$ cat src/rtl/calc_pkg.sv
// Shared definitions for the operator scheduler: default data width,
// FSM state encoding and the requester-id width helper.
package calc_pkg;
  localparam int DW_DEFAULT = 8;

  typedef enum logic [1:0] {
    IDLE    = 2'd0,
    ISSUE   = 2'd1,
    WAIT    = 2'd2,
    CAPTURE = 2'd3
  } state_t;

  // Width of a binary requester index; never below 1 bit.
  function automatic int clog2(input int n);
    int w;
    w = 1;
    while ((1 << w) < n) w++;
    return w;
  endfunction
endpackage

$ cat src/rtl/op_scheduler_if.sv
// Request/response and operator-side signals of the scheduler.
// master = requesters + operator, slave = scheduler.
interface op_scheduler_if
  import calc_pkg::*;
#(
  parameter int NREQ = 3,
  parameter int DW   = DW_DEFAULT
);
  localparam int ID_W = clog2(NREQ);

  logic [NREQ-1:0]    req_valid;
  logic [NREQ*DW-1:0] req_data;
  logic [NREQ-1:0]    req_ready;
  logic               operation_enable;
  logic [DW-1:0]      op_data;
  logic [DW-1:0]      op_result;
  logic               rsp_valid;
  logic [ID_W-1:0]    rsp_id;
  logic [DW-1:0]      rsp_data;

  modport master (
    output req_valid, req_data, op_result,
    input  req_ready, operation_enable, op_data, rsp_valid, rsp_id, rsp_data
  );

  modport slave (
    input  req_valid, req_data, op_result,
    output req_ready, operation_enable, op_data, rsp_valid, rsp_id, rsp_data
  );
endinterface

$ cat src/rtl/op_scheduler_rr_arbiter.sv
// Combinational round-robin arbiter: first asserted request at or above
// ptr, wrapping to 0; returns one-hot grant and its binary index.
module rr_arbiter
  import calc_pkg::*;
#(
  parameter int NREQ = 3,
  parameter int ID_W = clog2(NREQ)
) (
  input  logic [NREQ-1:0] req,
  input  logic [ID_W-1:0] ptr,
  output logic [NREQ-1:0] grant,
  output logic [ID_W-1:0] grant_id
);
  int idx;

  // Scan from the farthest candidate down so the nearest one wins last.
  always_comb begin
    grant    = '0;
    grant_id = '0;
    idx      = 0;
    for (int i = NREQ - 1; i >= 0; i--) begin
      idx = (int'(ptr) + i) % NREQ;
      if (req[idx]) begin
        grant      = '0;
        grant[idx] = 1'b1;
        grant_id   = ID_W'(idx);
      end
    end
  end
endmodule

$ cat src/rtl/op_scheduler.sv
// Shares one fixed-latency operator among NREQ requesters: round-robin
// grant, issue strobe, latency wait, tagged result. Optional counters
// under OP_SCHEDULER_STATS_EN.
module op_scheduler
  import calc_pkg::*;
#(
  parameter int NREQ       = 3,
  parameter int OP_LATENCY = 2,
  parameter int DW         = DW_DEFAULT
) (
  input  logic          clk_100MHz,
  input  logic          rst_n,
  op_scheduler_if.slave bus,
  output logic [DW-1:0] disp_data,
  output logic          busy
`ifdef OP_SCHEDULER_STATS_EN
  ,
  output logic [15:0]   op_count,
  output logic [15:0]   stall_count
`endif
);
  localparam int ID_W = clog2(NREQ);

  state_t          state, state_nx;
  logic [NREQ-1:0] grant;
  logic [ID_W-1:0] arb_id, grant_id, rr_ptr;
  logic [3:0]      cnt;
  logic            take;

  rr_arbiter #(.NREQ(NREQ), .ID_W(ID_W)) u_arb (
    .req      (bus.req_valid),
    .ptr      (rr_ptr),
    .grant    (grant),
    .grant_id (arb_id)
  );

  always_ff @(posedge clk_100MHz or negedge rst_n) begin
    if (!rst_n) state <= IDLE;
    else        state <= state_nx;
  end

  always_comb begin
    state_nx = state;
    take     = 1'b0;
    case (state)
      IDLE:    if (|bus.req_valid) begin
                 take     = 1'b1;
                 state_nx = ISSUE;
               end
      ISSUE:   state_nx = WAIT;
      WAIT:    if (cnt == 4'd0) state_nx = CAPTURE;
      CAPTURE: state_nx = IDLE;
      default: state_nx = IDLE;
    endcase
  end

  // Accept is combinational; masked while reset is held.
  assign bus.req_ready = (take && rst_n) ? grant : '0;
  assign busy          = (state != IDLE);

  always_ff @(posedge clk_100MHz or negedge rst_n) begin
    if (!rst_n) begin
      bus.operation_enable <= 1'b0;
      bus.op_data          <= '0;
      bus.rsp_valid        <= 1'b0;
      bus.rsp_id           <= '0;
      bus.rsp_data         <= '0;
      disp_data            <= '0;
      grant_id             <= '0;
      rr_ptr               <= '0;
      cnt                  <= '0;
    end else begin
      bus.operation_enable <= take;
      bus.rsp_valid        <= 1'b0;
      if (take) begin
        bus.op_data <= bus.req_data[arb_id*DW +: DW];
        grant_id    <= arb_id;
      end
      case (state)
        ISSUE:   cnt <= 4'(OP_LATENCY - 1);
        WAIT:    cnt <= cnt - 4'd1;
        CAPTURE: begin
          bus.rsp_data  <= bus.op_result;
          disp_data     <= bus.op_result;
          bus.rsp_id    <= grant_id;
          bus.rsp_valid <= 1'b1;
          rr_ptr        <= (grant_id == ID_W'(NREQ - 1)) ? '0 : grant_id + 1'b1;
        end
        default: ;
      endcase
    end
  end

`ifdef OP_SCHEDULER_STATS_EN
  // op_count wraps; stall_count saturates.
  always_ff @(posedge clk_100MHz or negedge rst_n) begin
    if (!rst_n) begin
      op_count    <= '0;
      stall_count <= '0;
    end else begin
      if (state == CAPTURE) op_count <= op_count + 16'd1;
      if (busy && |bus.req_valid && stall_count != 16'hFFFF)
        stall_count <= stall_count + 16'd1;
    end
  end
`endif
endmodule
$ cat src/flat_wrapper.sv
// flat-port wrapper written by rule: the top's interface ports become plain ports
module op_scheduler_flat import calc_pkg::*;
#(
  parameter int NREQ       = 3,
  parameter int OP_LATENCY = 2,
  parameter int DW         = DW_DEFAULT
)
  (clk_100MHz, rst_n, disp_data, busy, bus_req_valid, bus_req_data, bus_op_result, bus_req_ready, bus_operation_enable, bus_op_data, bus_rsp_valid, bus_rsp_id, bus_rsp_data);
  op_scheduler_if #(.NREQ(NREQ), .DW(DW)) bus_i ();
  input  logic clk_100MHz;
  input  logic rst_n;
  output logic [DW-1:0] disp_data;
  output logic busy;
  input wire logic [$bits(bus_i.req_valid)-1:0] bus_req_valid;
  input wire logic [$bits(bus_i.req_data)-1:0] bus_req_data;
  input wire logic [$bits(bus_i.op_result)-1:0] bus_op_result;
  output wire logic [$bits(bus_i.req_ready)-1:0] bus_req_ready;
  output wire logic [$bits(bus_i.operation_enable)-1:0] bus_operation_enable;
  output wire logic [$bits(bus_i.op_data)-1:0] bus_op_data;
  output wire logic [$bits(bus_i.rsp_valid)-1:0] bus_rsp_valid;
  output wire logic [$bits(bus_i.rsp_id)-1:0] bus_rsp_id;
  output wire logic [$bits(bus_i.rsp_data)-1:0] bus_rsp_data;
  assign bus_i.req_valid = bus_req_valid;
  assign bus_i.req_data = bus_req_data;
  assign bus_i.op_result = bus_op_result;
  assign bus_req_ready = bus_i.req_ready;
  assign bus_operation_enable = bus_i.operation_enable;
  assign bus_op_data = bus_i.op_data;
  assign bus_rsp_valid = bus_i.rsp_valid;
  assign bus_rsp_id = bus_i.rsp_id;
  assign bus_rsp_data = bus_i.rsp_data;
  op_scheduler #(.NREQ(NREQ), .OP_LATENCY(OP_LATENCY), .DW(DW)) u_core (.clk_100MHz(clk_100MHz), .rst_n(rst_n), .bus(bus_i), .disp_data(disp_data), .busy(busy));
endmodule
$ cat config.mk
export PLATFORM = sky130hd
export DESIGN_NAME = op_scheduler_flat
export DESIGN_NICKNAME = d
export VERILOG_FILES = /design/src/rtl/calc_pkg.sv /design/src/rtl/op_scheduler_if.sv /design/src/rtl/op_scheduler_rr_arbiter.sv /design/src/rtl/op_scheduler.sv /design/src/flat_wrapper.sv
export SDC_FILE = /design/constraint.sdc
export NUM_CORES = 1
export LEC_CHECK = 0
export BUFFER_PORTS_ARGS = -buffer_cell sky130_fd_sc_hd__buf_2
export CAP_MARGIN = 10
export CORE_MARGIN = 2
export CORE_UTILIZATION = 48
export DETAILED_ROUTE_END_ITERATION = 10
export PLACE_DENSITY = 0.86
export SETUP_SLACK_MARGIN = 0.15
export SYNTH_ARGS = -nofsm -noshare
export SYNTH_HDL_FRONTEND = slang
export SYNTH_SLANG_ARGS = --single-unit
$ cat constraint.sdc
create_clock -name clk_100MHz -period 3 [get_ports clk_100MHz]
set_input_delay 0.75 -clock clk_100MHz [delete_from_list [all_inputs] [get_ports clk_100MHz]]
set_output_delay 0.75 -clock clk_100MHz [all_outputs]
set_load 0.1 [all_outputs]
==> run metrics <==
status=finished, final reports clean; post-DR wirelength/cell=14.1 um; cts-stage hold buffer count=0; slack of the critical path=0.180 ns; main combinational cell family by area after synthesis=compound AO/OA/AOI/OAI gates; antenna-violating nets left=0; routability cong.=0.897; worst-path maximum fanout=4; DRT Pass-1 Iters=4; total wire length=4230 um; Worst Setup End Kind=primary output; pre-CTS WS=0.265 ns; DIE AREA=4190 um^2; GRT busiest layer=met2; GR Util met2=0.389; clk buf depth=2; CTS tree=yes; Starting Density=0.491; Syn Nets=226; vias after detailed routing=1593; top cells by area, synth=dfrtp_1 42%, ha_1 7.1%, mux2_2 7.0%; mean post-synth cell area=9.90 um^2; Final period util=0.940; Final min period=2.82 ns; Synth Area in XOR/XNOR=0; clk sinks=30; worst clock skew=0.00428 ns; cell with the most instances after synthesis=dfrtp_1; layout cell share with drive strength beyond 1=0.474; final setup fails=0; cell count after synthesis=179; WP data arrival=2.07 ns; Final Hold Viols=0; Slew Limit Fails=0; detailed router's first-iteration violation count=108; Post-route DRC=0; port buffer count=68; post-synthesis mux area share=0.126; Synth Flop Type=dfrtp_1; worst-skew pair later-pin latency=0.28 ns; max cap viols=0; fillcell total=271; nets=297; clock slew at reported path FFs=0.06 ns; Die Y=64.8 um; Post-Synth Adder-Cell Area=0.0706; # IOs=69; sequential fraction of the synthesis area=0.424; Synth top area share=0.424; relative max-transition margin=0.628; row cnt=22; Post-Synth Simple-Gate Area=0.143; Post-DP HPWL=3020 um; met3 Use GR=0.0260; compound-gate portion of the synthesized area=0.162; Worst-Margin Slew=0.558 ns; largest net degree at the start of global routing=31; GR Util met1=0.260; area grow syn2layout=36.4%; worst path required time=2.25 ns; vias in the first global route=1605; Hold Path Class=register to register; Max Clock Freq=0.355 GHz; die width=64.8 um; Post-synth EDFFs=0; gr usage total=0.219; CTS buffer count=5; CTS H-Tree Depth=2; FFs w/ async S/R, synth=1.00; RSZ-0062 raised after global routing=true; core area=3610 um^2; Congestion Overflow GR=0; CP startpoint kind=register; top cell type by total area after synthesis=dfrtp_1; synth unique cells=40; antenna cells=0; vias per cell=5.33; initial antenna violation count=0; top post-synthesis cells by count=30 x dfrtp_1, 20 x nand2_1, 13 x nor2_1, 11 x mux2_2; Seq cells post-synth=30; Post-Syn Area=1770 um^2; Yosys warning total=0; Root Buffer=clkbuf_8; worst setup path class=register to primary output; first-pass GRT wire length=7140 um
-- path summary, 6_finish.rpt --
path                             startpoint                    end  slack, ns  depth (start not counted)
setup reg to reg           u_core.rr_ptr[0]  u_core.bus.op_data[4]       0.77                          8
hold reg to reg               u_core.cnt[3]          u_core.cnt[3]       0.50                          1
min in group asynchronous             rst_n    u_core.disp_data[7]       0.53                          2
hold / removal                u_core.cnt[3]          u_core.cnt[3]       0.50                          1
setup / recovery           u_core.rr_ptr[0]       bus_req_ready[1]       0.18                          8
max in group asynchronous             rst_n       u_core.rr_ptr[1]       2.18                          2
-- critical path: stages (launching register included) --
cell,delay [ns]
dfrtp_2,0.46
ha_4,0.20
mux2i_2,0.15
or2_1,0.26
buf_4,0.15
o21ai_2,0.07
a21oi_2,0.07
nor3_4,0.22
buf_12,0.20
-- cell families (layout without fill, tap and decap cells) --
group | after synthesis | after routing
flops | 30 | 30
buf+inv | 24 | 96
compound gates | 40 | 40
mux | 21 | 21
simple gates | 54 | 54
fa+ha+maj | 10 | 10
-- cell usage in the layout (no fill, tap or decap), types with 2 or more instances in the layout --
cell,n
buf_2,65
buf_12,3
nor3_4,2
inv_1,7
nand3_1,4
mux2_2,11
mux2i_1,8
clkbuf_1,2
ha_1,8
o311ai_1,3
nand3b_1,2
o22ai_1,6
dfrtp_2,2
buf_4,11
mux2i_2,2
clkbuf_8,5
nand2_1,20
o31ai_1,2
ha_4,2
a21oi_1,8
dfrtp_1,28
o21ai_0,7
inv_4,2
nand2b_1,3
nor2_1,13
-- stage by stage --
step	utilization	instance area (um^2)	instances	hold WS [ns]	setup TNS [ns]
4_1_cts	0.646	2330	295	0.499	0
3_3_place_gp	0.610	2200	286	0.478	0
5_1_grt	0.670	2420	299	0.527	0
2_1_floorplan	-	1810	179	0.452	-0.00967
6_report	0.670	2420	299	0.497	0
3_5_place_dp	0.610	2200	286	0.487	0
-- cell type report --
type	instances	area (um^2)	area share
repair buffers	79	468	0.194
multi-input cells	125	990	0.410
flip-flops and latches	30	753	0.312
clock buffers	7	76.3	0.0316
clock inverters	1	30.0	0.0124
inverters	9	38.8	0.0161
well taps	48	60.1	0.0249
-- metal layers --
| layer | routed length, um | part of all wire |
|---|---|---|
| met5 | 0 | 0 |
| met2 | 2410 | 0.57 |
| met1 | 1570 | 0.37 |
| met4 | 99 | 0.023 |
| met3 | 149 | 0.035 |
-- sequential cells by signal, indices dropped and copies added (netlist names) --
name,cells
u_core.bus.operation_enable,1
u_core.bus.rsp_valid,1
u_core.bus.rsp_id,2
u_core.state,2
u_core.disp_data,8
u_core.rr_ptr,2
u_core.cnt,4
u_core.bus.op_data,8
u_core.grant_id,2
-- what timing repair did --
| item | in CTS | in global routing |
|---|---|---|
| pin swaps | 2 | 6 |
| cloned | 0 | 0 |
| setup buffers | 1 | 4 |
| resized for setup | 7 | 12 |
| endpoints found under the setup margin | 3 | 3 |
Power is left out: the tool's default activity adds up to more than one toggle a clock period on the data nets, which glitch-free logic cannot reach.
